`config.mk`:
```
export PLATFORM = sky130hd
export DESIGN_NAME = apb2axi_txn_mgr
export DESIGN_NICKNAME = d
export VERILOG_FILES = /design/src/rtl/apb2axi_txn_mgr.sv
export SDC_FILE = /design/constraint.sdc
export NUM_CORES = 1
export LEC_CHECK = 0
export ABC_CLOCK_PERIOD_IN_PS = 3290
export BUFFER_PORTS_ARGS = -buffer_cell sky130_fd_sc_hd__buf_2
export CAP_MARGIN = 5
export CORE_MARGIN = 4
export CORE_UTILIZATION = 42
export DETAILED_ROUTE_END_ITERATION = 10
export PLACE_DENSITY_LB_ADDON = 0.3
export SLEW_MARGIN = 25
export SYNTH_ARGS = -nofsm -noshare
export SYNTH_HDL_FRONTEND = slang
export SYNTH_SLANG_ARGS = --single-unit
```
`constraint.sdc`:
```
create_clock -name pclk -period 3.29 [get_ports pclk]
set_clock_uncertainty 0.05 [all_clocks]
set_input_delay 0.329 -clock pclk [delete_from_list [all_inputs] [get_ports pclk]]
set_output_delay 0.329 -clock pclk [all_outputs]
set_load 0.005 [all_outputs]
```
`src/rtl/apb2axi_txn_mgr.sv`:
```
// Transaction manager between the tag directory and an AXI master port: issues
// popped descriptors as AR/AW, tracks R/B per tag and returns one completion per tag.

package apb2axi_pkg;
    localparam int TAG_NUM = 8;
    localparam int TAG_W   = 3;

    typedef struct packed {
        logic [31:0] addr;
        logic [7:0]  len;
        logic [2:0]  size;
        logic        is_write;
    } directory_entry_t;
endpackage

module apb2axi_txn_mgr
    import apb2axi_pkg::*;
#(
    parameter int TAG_NUM_P = TAG_NUM,
    parameter int TAG_W_P   = TAG_W,
    parameter int ADDR_W    = 32,
    parameter int MAX_OUT   = 4
) (
    input  logic                 pclk,
    input  logic                 presetn,
    input  logic                 dir_pop_valid,
    input  directory_entry_t     dir_pop_entry,
    input  logic [TAG_W_P-1:0]   dir_pop_tag,
    output logic                 dir_pop_ready,
    output logic                 m_arvalid,
    input  logic                 m_arready,
    output logic [ADDR_W-1:0]    m_araddr,
    output logic [TAG_W_P-1:0]   m_arid,
    output logic [7:0]           m_arlen,
    output logic [2:0]           m_arsize,
    output logic [1:0]           m_arburst,
    output logic                 m_awvalid,
    input  logic                 m_awready,
    output logic [ADDR_W-1:0]    m_awaddr,
    output logic [TAG_W_P-1:0]   m_awid,
    output logic [7:0]           m_awlen,
    output logic [2:0]           m_awsize,
    output logic [1:0]           m_awburst,
    input  logic                 m_rvalid,
    output logic                 m_rready,
    input  logic [TAG_W_P-1:0]   m_rid,
    input  logic [1:0]           m_rresp,
    input  logic                 m_rlast,
    input  logic                 m_bvalid,
    output logic                 m_bready,
    input  logic [TAG_W_P-1:0]   m_bid,
    input  logic [1:0]           m_bresp,
    output logic                 dir_cpl_valid,
    output logic [TAG_W_P-1:0]   dir_cpl_tag,
    output logic                 dir_cpl_is_write,
    output logic                 dir_cpl_error,
    output logic [1:0]           dir_cpl_resp,
    output logic [7:0]           dir_cpl_num_beats,
    input  logic                 dir_cpl_ready
);

    localparam int OUT_W = $clog2(MAX_OUT + 1);

    typedef enum logic {IDLE, ADDR} state_t;

    state_t             state_q, state_d;
    directory_entry_t   ent_q;
    logic [TAG_W_P-1:0] tag_q;
    logic               en_q;
    logic [OUT_W-1:0]   out_q;

    logic [7:0] len_q   [TAG_NUM_P];
    logic [7:0] beats_q [TAG_NUM_P];
    logic [1:0] resp_q  [TAG_NUM_P];

    logic       pop_hs, addr_hs, cpl_hs, slot_free;
    logic       r_hs, r_last_hs, b_hs;
    logic [7:0] beats_cur, beats_inc;
    logic [1:0] resp_new;
    logic       rd_err;

    always_ff @(posedge pclk or negedge presetn) begin
        if (!presetn) begin
            state_q <= IDLE;
            en_q    <= 1'b0;
        end else begin
            state_q <= state_d;
            en_q    <= 1'b1;
        end
    end

    always_comb begin
        state_d       = state_q;
        dir_pop_ready = 1'b0;
        m_arvalid     = 1'b0;
        m_awvalid     = 1'b0;
        case (state_q)
            IDLE: begin
                dir_pop_ready = en_q && (out_q < OUT_W'(MAX_OUT));
                if (dir_pop_ready && dir_pop_valid)
                    state_d = ADDR;
            end
            ADDR: begin
                m_arvalid = !ent_q.is_write;
                m_awvalid = ent_q.is_write;
                if (ent_q.is_write ? m_awready : m_arready)
                    state_d = IDLE;
            end
            default: state_d = IDLE;
        endcase
    end

    assign pop_hs  = dir_pop_valid && dir_pop_ready;
    assign addr_hs = (m_arvalid && m_arready) || (m_awvalid && m_awready);

    always_ff @(posedge pclk or negedge presetn) begin
        if (!presetn) begin
            ent_q <= '0;
            tag_q <= '0;
        end else if (pop_hs) begin
            ent_q <= dir_pop_entry;
            tag_q <= dir_pop_tag;
        end
    end

    // Both address channels share the latched descriptor; only the valids differ.
    assign m_araddr  = ADDR_W'(ent_q.addr);
    assign m_arid    = tag_q;
    assign m_arlen   = ent_q.len;
    assign m_arsize  = ent_q.size;
    assign m_arburst = {1'b0, m_arvalid};
    assign m_awaddr  = ADDR_W'(ent_q.addr);
    assign m_awid    = tag_q;
    assign m_awlen   = ent_q.len;
    assign m_awsize  = ent_q.size;
    assign m_awburst = {1'b0, m_awvalid};

    assign cpl_hs    = dir_cpl_valid && dir_cpl_ready;
    assign slot_free = !dir_cpl_valid || dir_cpl_ready;

    // Non-last beats never need the slot; a last beat yields to a pending B.
    assign m_bready  = en_q && slot_free;
    assign m_rready  = en_q && (!m_rlast || (slot_free && !m_bvalid));
    assign r_hs      = m_rvalid && m_rready;
    assign r_last_hs = r_hs && m_rlast;
    assign b_hs      = m_bvalid && m_bready;

    assign beats_cur = beats_q[m_rid];
    assign beats_inc = (beats_cur == 8'hFF) ? 8'hFF : beats_cur + 8'd1;
    assign resp_new  = (resp_q[m_rid] == 2'b00) ? m_rresp : resp_q[m_rid];
    assign rd_err    = resp_new[1] || (beats_cur != len_q[m_rid]);

    always_ff @(posedge pclk or negedge presetn) begin
        if (!presetn) begin
            out_q <= '0;
        end else begin
            case ({addr_hs, cpl_hs})
                2'b10:   out_q <= out_q + OUT_W'(1);
                2'b01:   out_q <= out_q - OUT_W'(1);
                default: out_q <= out_q;
            endcase
        end
    end

    always_ff @(posedge pclk or negedge presetn) begin
        if (!presetn) begin
            for (int i = 0; i < TAG_NUM_P; i++) begin
                len_q[i]   <= '0;
                beats_q[i] <= '0;
                resp_q[i]  <= '0;
            end
        end else begin
            if (r_hs && !m_rlast) begin
                beats_q[m_rid] <= beats_inc;
                resp_q[m_rid]  <= resp_new;
            end
            if (addr_hs) begin
                len_q[tag_q]   <= ent_q.len;
                beats_q[tag_q] <= '0;
                resp_q[tag_q]  <= '0;
            end
        end
    end

    always_ff @(posedge pclk or negedge presetn) begin
        if (!presetn) begin
            dir_cpl_valid     <= 1'b0;
            dir_cpl_tag       <= '0;
            dir_cpl_is_write  <= 1'b0;
            dir_cpl_error     <= 1'b0;
            dir_cpl_resp      <= '0;
            dir_cpl_num_beats <= '0;
        end else if (b_hs) begin
            dir_cpl_valid     <= 1'b1;
            dir_cpl_tag       <= m_bid;
            dir_cpl_is_write  <= 1'b1;
            dir_cpl_error     <= m_bresp[1];
            dir_cpl_resp      <= m_bresp;
            dir_cpl_num_beats <= len_q[m_bid] + 8'd1;
        end else if (r_last_hs) begin
            dir_cpl_valid     <= 1'b1;
            dir_cpl_tag       <= m_rid;
            dir_cpl_is_write  <= 1'b0;
            dir_cpl_error     <= rd_err;
            dir_cpl_resp      <= resp_new;
            dir_cpl_num_beats <= beats_inc;
        end else if (cpl_hs) begin
            dir_cpl_valid     <= 1'b0;
        end
    end

endmodule

```
==> results.md, run 1 <==
* CTS resizes at 0
* Port bufs at 180
* Clock sinks at 212
* Fraction of layout instances using a drive strength above 1 at 38.4%
* Worst hold slack at 0.0139 ns
* Post-synthesis sequential area ratio at 46.6%
* First DRT Iteration DRCs at 655
* Inst Count DP at 1384
* Hold depth at 2
* Final weighted congestion of routability-driven global placement at 0.920
* GR Layer Usage met1 at 29.6%
* Setup TNS at 0 ns
* HP Class: input pin to register
* Die area at 29800 um2
* Largest net degree at the start of global routing at 89
* Final Cycle Share at 86.3%
* Reg2reg start: beats_q[41]
* Pre-Repair DR Iteration Count at 5
* Peak supply drop at 0.000501 V
* CTS tree: built
* Post-Layout Cell Count at 1472
* Root buf cell: clkbuf_16
* Post-Syn Area at 11400 um2
* Post-placement cell area at 12000 um2
* Fin. max-slew vios at 0
* RSZ-0062 raised after global routing: false
* Initial antenna violation count at 0
* Setup ws final at 0.452 ns
* Setup violations, final at 0
* PwrDens at 821 nW/um2
* Crit path kind: register to register
* Layout net count at 1193
* Reg2reg path depth at 9
* Die X at 173 um
* Most frequent cells in the layout: dfrtp_1, buf_2, mux2_2
* Gr busiest metal: met2
* Leading post-synthesis cells by cell area: dfrtp_1, mux2_2, buf_4, mux4_2, mux2i_1
* Min Tclk post-route at 2.84 ns
* Post-layout util at 50.2%
* Vias in the first global route at 8474
* CP cell instances: or3b_2 > a21oi_1 > a211o_1 > ha_1 > o311ai_0 > a211oi_2 > mux2i_2 > nand2_1 > a21oi_1
* CP Max Fanout at 9
* Mapped Avg Cell Area at 11.7 um2
* Setup WS pre-CTS at 0.162 ns
* Status: finished clean
* Worst EP required at 3.68 ns
* Max frequency at 352 MHz
* Placement Rows at 59
* Crit path largest cell delay at 0.57 ns
* Max Cap Viol at 0
* Grt met3 use at 3.49%
* Commonest non-fill, non-tap cell in the layout: dfrtp_1
* Grt ovf at 0
* Via/cell ratio at 5.62
* Final instance area at 13200 um2
* Cell taking the most area after synthesis: dfrtp_1
* Vias post-DR at 8266
* Cell repeated most along the worst path: a21oi_1
* R2R setup slack at 0.45 ns
* Number of flops mapped to enable cells by yosys at 0
* CP arrival at 3.23 ns
* First-pass GRT wire length at 50.0 mm
* Filler cell count at 2297
* Yosys top cell area share at 46.6%
* Routed Antenna Nets at 0
* Hold Buf Count CTS at 48
* Met2 usage at 33.7%
* Static Leakage at 5.95 nW
* Synth warn at 0
* Worst r2r dst: beats_q[62]
* Num CTS Buffers at 24
* Worst path slowest cell: mux2i_2
* Htree depth at 1
* Total GRT Usage at 20.9%
* # diodes at 0
* Slew headroom at 42.8%
* Post-CTS setup buffers at 0
* Clock Pin Slew Worst Setup and Hold Paths at 0.06 ns
* Number of distinct library cells after synthesis at 72
* Pwr Total at 10.9 mW
* Worst-Margin Slew at 0.852 ns
* Top FF cell, synth: dfrtp_1
* Layout area overhead at 16.3%
* I/O pin count at 183
* Maximum root-to-sink buffer count at 3
* Startpoint types: register
* WL/cell at 21.5 um
* Worst Hold Endpoint: m_arlen[3]
* Residual DRC at 0
* Post-Route WL at 31.6 mm
* HPWL after DPL at 21.3 mm
* Cell count after synthesis at 970
* Starting density of the core at 43.2%
* Final hold violations at 0
* Die height at 173 um
* CORE AREA at 26400 um2
* Hold_sp: dir_pop_entry[7]
* Clock latency on the worst-skew pair at 0.52 ns
* Critical Path End Type: register
* Synthesized flop and latch total at 212
* FFs w/ async S/R, synth at 100%
## critical path: cells and delay by family, from the launching register on
| family | cells | cell delay (ns) |
|---|---|---|
| compound gates | 5 | 0.95 |
| mux | 1 | 0.57 |
| simple gates | 2 | 0.56 |
| flops | 1 | 0.34 |
| fa+ha+maj | 1 | 0.30 |
## where the power goes
| part | switching (mW) | internal, mW | leakage [nW] | total, mW |
|---|---|---|---|---|
| logic | 1.78 | 2.02 | 2.91 | 3.80 |
| registers | 0.874 | 3.71 | 2.68 | 4.58 |
| clock network | 1.07 | 1.41 | 0.357 | 2.48 |
## final cells by class
type	count	area (um2)	share of cell area [%]
clock buffers	33	664	5.02
clock inverters	7	56.3	0.425
inverters	11	41.3	0.312
multi-input cells	604	5010	37.9
flip-flops and latches	212	5310	40.1
well taps	335	419	3.17
repair buffers	270	1740	13.2
## cell usage after synthesis, types with 3 or more instances
cell type,n
ha_1,3
a211oi_1,48
nand3_1,18
a21oi_1,40
a211oi_2,9
buf_1,3
buf_2,6
buf_12,5
a21o_1,3
dfrtp_1,212
mux2i_1,38
nand2b_1,7
o21ai_1,5
nand3b_1,6
a211o_1,11
xnor2_1,10
and2_1,4
nor3_1,7
nor2b_1,8
buf_4,100
nor2_4,5
a22oi_1,11
a31oi_1,3
buf_6,3
inv_1,10
nor2_1,80
nor3_2,4
and3_1,5
mux4_1,3
nand2_1,59
o21ai_0,13
a221o_1,5
xor2_1,9
mux2_2,116
clkbuf_1,26
o22ai_1,7
mux4_2,26
## flip-flops by register name, indices dropped and copies added (netlist names)
name	flops
beats_q	64
dir_cpl_num_beats	8
m_arlen	8
dir_cpl_tag	3
en_q	1
dir_cpl_resp	2
state_q	1
out_q	3
m_araddr	32
resp_q	16
ent_q	1
dir_cpl_is_write	1
m_arsize	3
dir_cpl_valid	1
dir_cpl_error	1
len_q	64
m_arid	3
## per-layer routing
| metal | wire [um] | share of wire (%) |
|---|---|---|
| met5 | 0 | 0 |
| met4 | 683 | 2.2 |
| met3 | 2220 | 7.0 |
| met2 | 15000 | 47 |
| met1 | 13800 | 44 |
## cells by family (layout without fill, tap and decap cells)
| logic type | after synthesis | count (layout) | synth area share (%) |
|---|---|---|---|
| adder cells (fa/ha/maj) | 4 | 4 | 0.506 |
| flip-flops | 212 | 212 | 46.6 |
| AO/OA/AOI/OAI | 172 | 172 | 11.2 |
| AND/OR/NAND/NOR | 219 | 219 | 9.46 |
| XOR/XNOR | 20 | 20 | 1.60 |
| multiplexers | 186 | 186 | 21.1 |
| other | 2 | 3 | 0.0660 |
| buffers and inverters | 155 | 321 | 9.49 |
## how the worst max path moves through the flow
stage                           start          end  slack (ns)  depth (start not counted)
after CTS                 beats_q[41]  beats_q[62]        0.48                          9
after global placement       m_rid[1]   beats_q[6]        0.18                         10
after global routing      beats_q[41]  beats_q[38]        0.23                          9
after floorplan              m_rid[1]  beats_q[62]        0.61                         11
after detailed placement     m_rid[1]  beats_q[62]        0.16                         10
final                     beats_q[41]  beats_q[62]        0.45                          9
(Power assumes the default switching activity.)
==> run 2, diff against run 1 <==
--- a/config.mk
+++ b/config.mk
@@ -12,6 +12,7 @@
 export CORE_UTILIZATION = 42
 export DETAILED_ROUTE_END_ITERATION = 10
 export PLACE_DENSITY_LB_ADDON = 0.3
+export RECOVER_POWER = 25
 export SLEW_MARGIN = 25
 export SYNTH_ARGS = -nofsm -noshare
 export SYNTH_HDL_FRONTEND = slang
==> run 2 against run 1 <==
- the run now ends with capacitance limit, slew limit left
- sequential cell count unchanged
- sequential share of layout area about the same
- worst setup slack better by 0.013 ns
- first-iteration DRC count decreased by 0.61%
- clock-buffer cell count stayed put
- fmax is 0.45% higher
- utilization decreased by 0.052 points
- critical path depth unchanged
- via count hardly changed
- wire length about the same
==> results.md, run 2 (synthesized netlist as in run 1, its figures left out) <==
* RSZ-0062 raised after global routing: false
* HPWL after DPL at 21.3 mm
* PwrDens at 821 nW/um2
* Worst path slowest cell: mux2i_2
* Clock Pin Slew Worst Setup and Hold Paths at 0.06 ns
* WL/cell at 21.5 um
* Clock sinks at 212
* Static Leakage at 5.94 nW
* Vias post-DR at 8270
* CP bufs+invs at 0
* Die height at 173 um
* Fraction of layout instances using a drive strength above 1 at 38.3%
* Die area at 29800 um2
* # diodes at 0
* Max frequency at 354 MHz
* Residual DRC at 0
* Filler cell count at 2300
* Worst-Margin Slew at 1.73 ns
* Worst EP required at 3.69 ns
* Htree depth at 1
* Vias in the first global route at 8474
* Commonest non-fill, non-tap cell in the layout: dfrtp_1
* Placement Rows at 59
* Peak supply drop at 0.000502 V
* Slew headroom at -15.4%
* Pre-Repair DR Iteration Count at 5
* Crit-path leading delay family: compound AO/OA/AOI/OAI gates
* Routed Antenna Nets at 0
* Initial antenna violation count at 0
* Post-Route WL at 31.6 mm
* Maximum root-to-sink buffer count at 3
* Min Tclk post-route at 2.83 ns
* Most frequent cells in the layout: dfrtp_1, buf_2, mux2_2
* Layout net count at 1193
* Critical Path End Type: register
* Startpoint types: register
* Status: finished, violations left
* Setup TNS at 0 ns
* Num CTS Buffers at 24
* Crit path largest cell delay at 0.56 ns
* Die X at 173 um
* Layout area overhead at 16.2%
* CP Max Fanout at 9
* Root buf cell: clkbuf_16
* Grt ovf at 0
* CTS tree: built
* Post-CTS setup buffers at 0
* Port bufs at 180
* CP arrival at 3.22 ns
* Fin. max-slew vios at 63
* CORE AREA at 26400 um2
* Via/cell ratio at 5.62
* First-pass GRT wire length at 50.0 mm
* Setup ws final at 0.465 ns
* HP Class: input pin to register
* Violations in the final reports: capacitance limit, slew limit
* Max Cap Viol at 1
* Starting density of the core at 43.2%
* Crit path kind: register to register
* Setup WS pre-CTS at 0.162 ns
* Total GRT Usage at 20.9%
* First DRT Iteration DRCs at 651
* Final Cycle Share at 85.9%
* CP cell instances: or3b_2 > a21oi_1 > a211o_1 > ha_1 > o311ai_0 > a211oi_2 > mux2i_2 > nand2_1 > a21oi_1
* Clock latency on the worst-skew pair at 0.52 ns
* Setup violations, final at 0
* Largest net degree at the start of global routing at 89
* I/O pin count at 183
* Final weighted congestion of routability-driven global placement at 0.920
* Cell repeated most along the worst path: a21oi_1
* Final hold violations at 0
-- run 2: cell count changes in the layout (fill, tap and decap cells not counted) --
| cell | delta |
|---|---|
| buf_2 | -2 |
| clkbuf_1 | +2 |
| clkbuf_2 | +2 |
| buf_4 | -1 |
| clkbuf_8 | -1 |
-- run 2: path summary, 6_finish.rpt --
path	startpoint	to	slack [ns]	cells past startpoint
setup / recovery	beats_q[41]	beats_q[62]	0.46	9
setup reg to reg	beats_q[41]	beats_q[62]	0.46	9
max in group asynchronous	presetn	len_q[16]	0.97	3
hold reg to reg	out_q[0]	out_q[0]	0.42	1
hold / removal	dir_pop_entry[7]	m_arlen[3]	0.01	2
min in group asynchronous	presetn	m_araddr[16]	0.72	2
-- run 2: power breakdown --
group / internal (mW) / switching (mW) / total, mW
combinational: 2.02 / 1.77 / 3.79
sequential: 3.71 / 0.873 / 4.58
clock: 1.41 / 1.07 / 2.48
total: 7.14 / 3.71 / 10.9
-- run 2: worst register-to-register path, stage by stage, from the launching register on --
cell and delay, ns:
dfrtp_1 0.35, or3b_2 0.44, a21oi_1 0.16, a211o_1 0.18, ha_1 0.30, o311ai_0 0.20
a211oi_2 0.24, mux2i_2 0.56, nand2_1 0.12, a21oi_1 0.16
-- run 2: cell type report --
class	instances	area (um2)	area share, %
Multi-Input combinational cell	604	5010	37.9
Clock buffer	33	664	5.02
Sequential cell	212	5310	40.1
Inverter	11	41.3	0.312
Timing Repair Buffer	270	1730	13.1
Clock inverter	7	56.3	0.426
Tap cell	335	419	3.17
-- run 2: through the flow --
stage	total power [mW]	hold slack, ns	area, um2	std cells	util [%]
floorplan	7.55	-0.0166	11400	971	-
global placement	8.24	0.309	12000	1384	45.7
detailed placement	8.34	0.314	12000	1384	45.7
CTS	10.9	0.00222	13200	1472	50.2
global route	11.5	0.0106	13200	1472	50.2
finish	10.9	0.0147	13200	1472	50.2
-- run 2: what timing repair did --
| item | in CTS | in global routing |
|---|---|---|
| endpoints found under the hold margin | 107 | 0 |
| gates resized for setup | 0 | 0 |
| endpoints found under the setup margin | 0 | 0 |
| hold buffers | 48 | 0 |
-- run 2: metal layers --
metal | wire (um) | vias up | global-route usage [%]
li1 | - | 3719 | -
met1 | 13800 | 4189 | 29.6
met2 | 15000 | 319 | 33.7
met3 | 2170 | 43 | 3.49
met4 | 661 | 0 | 5.12
met5 | 0 | - | 0
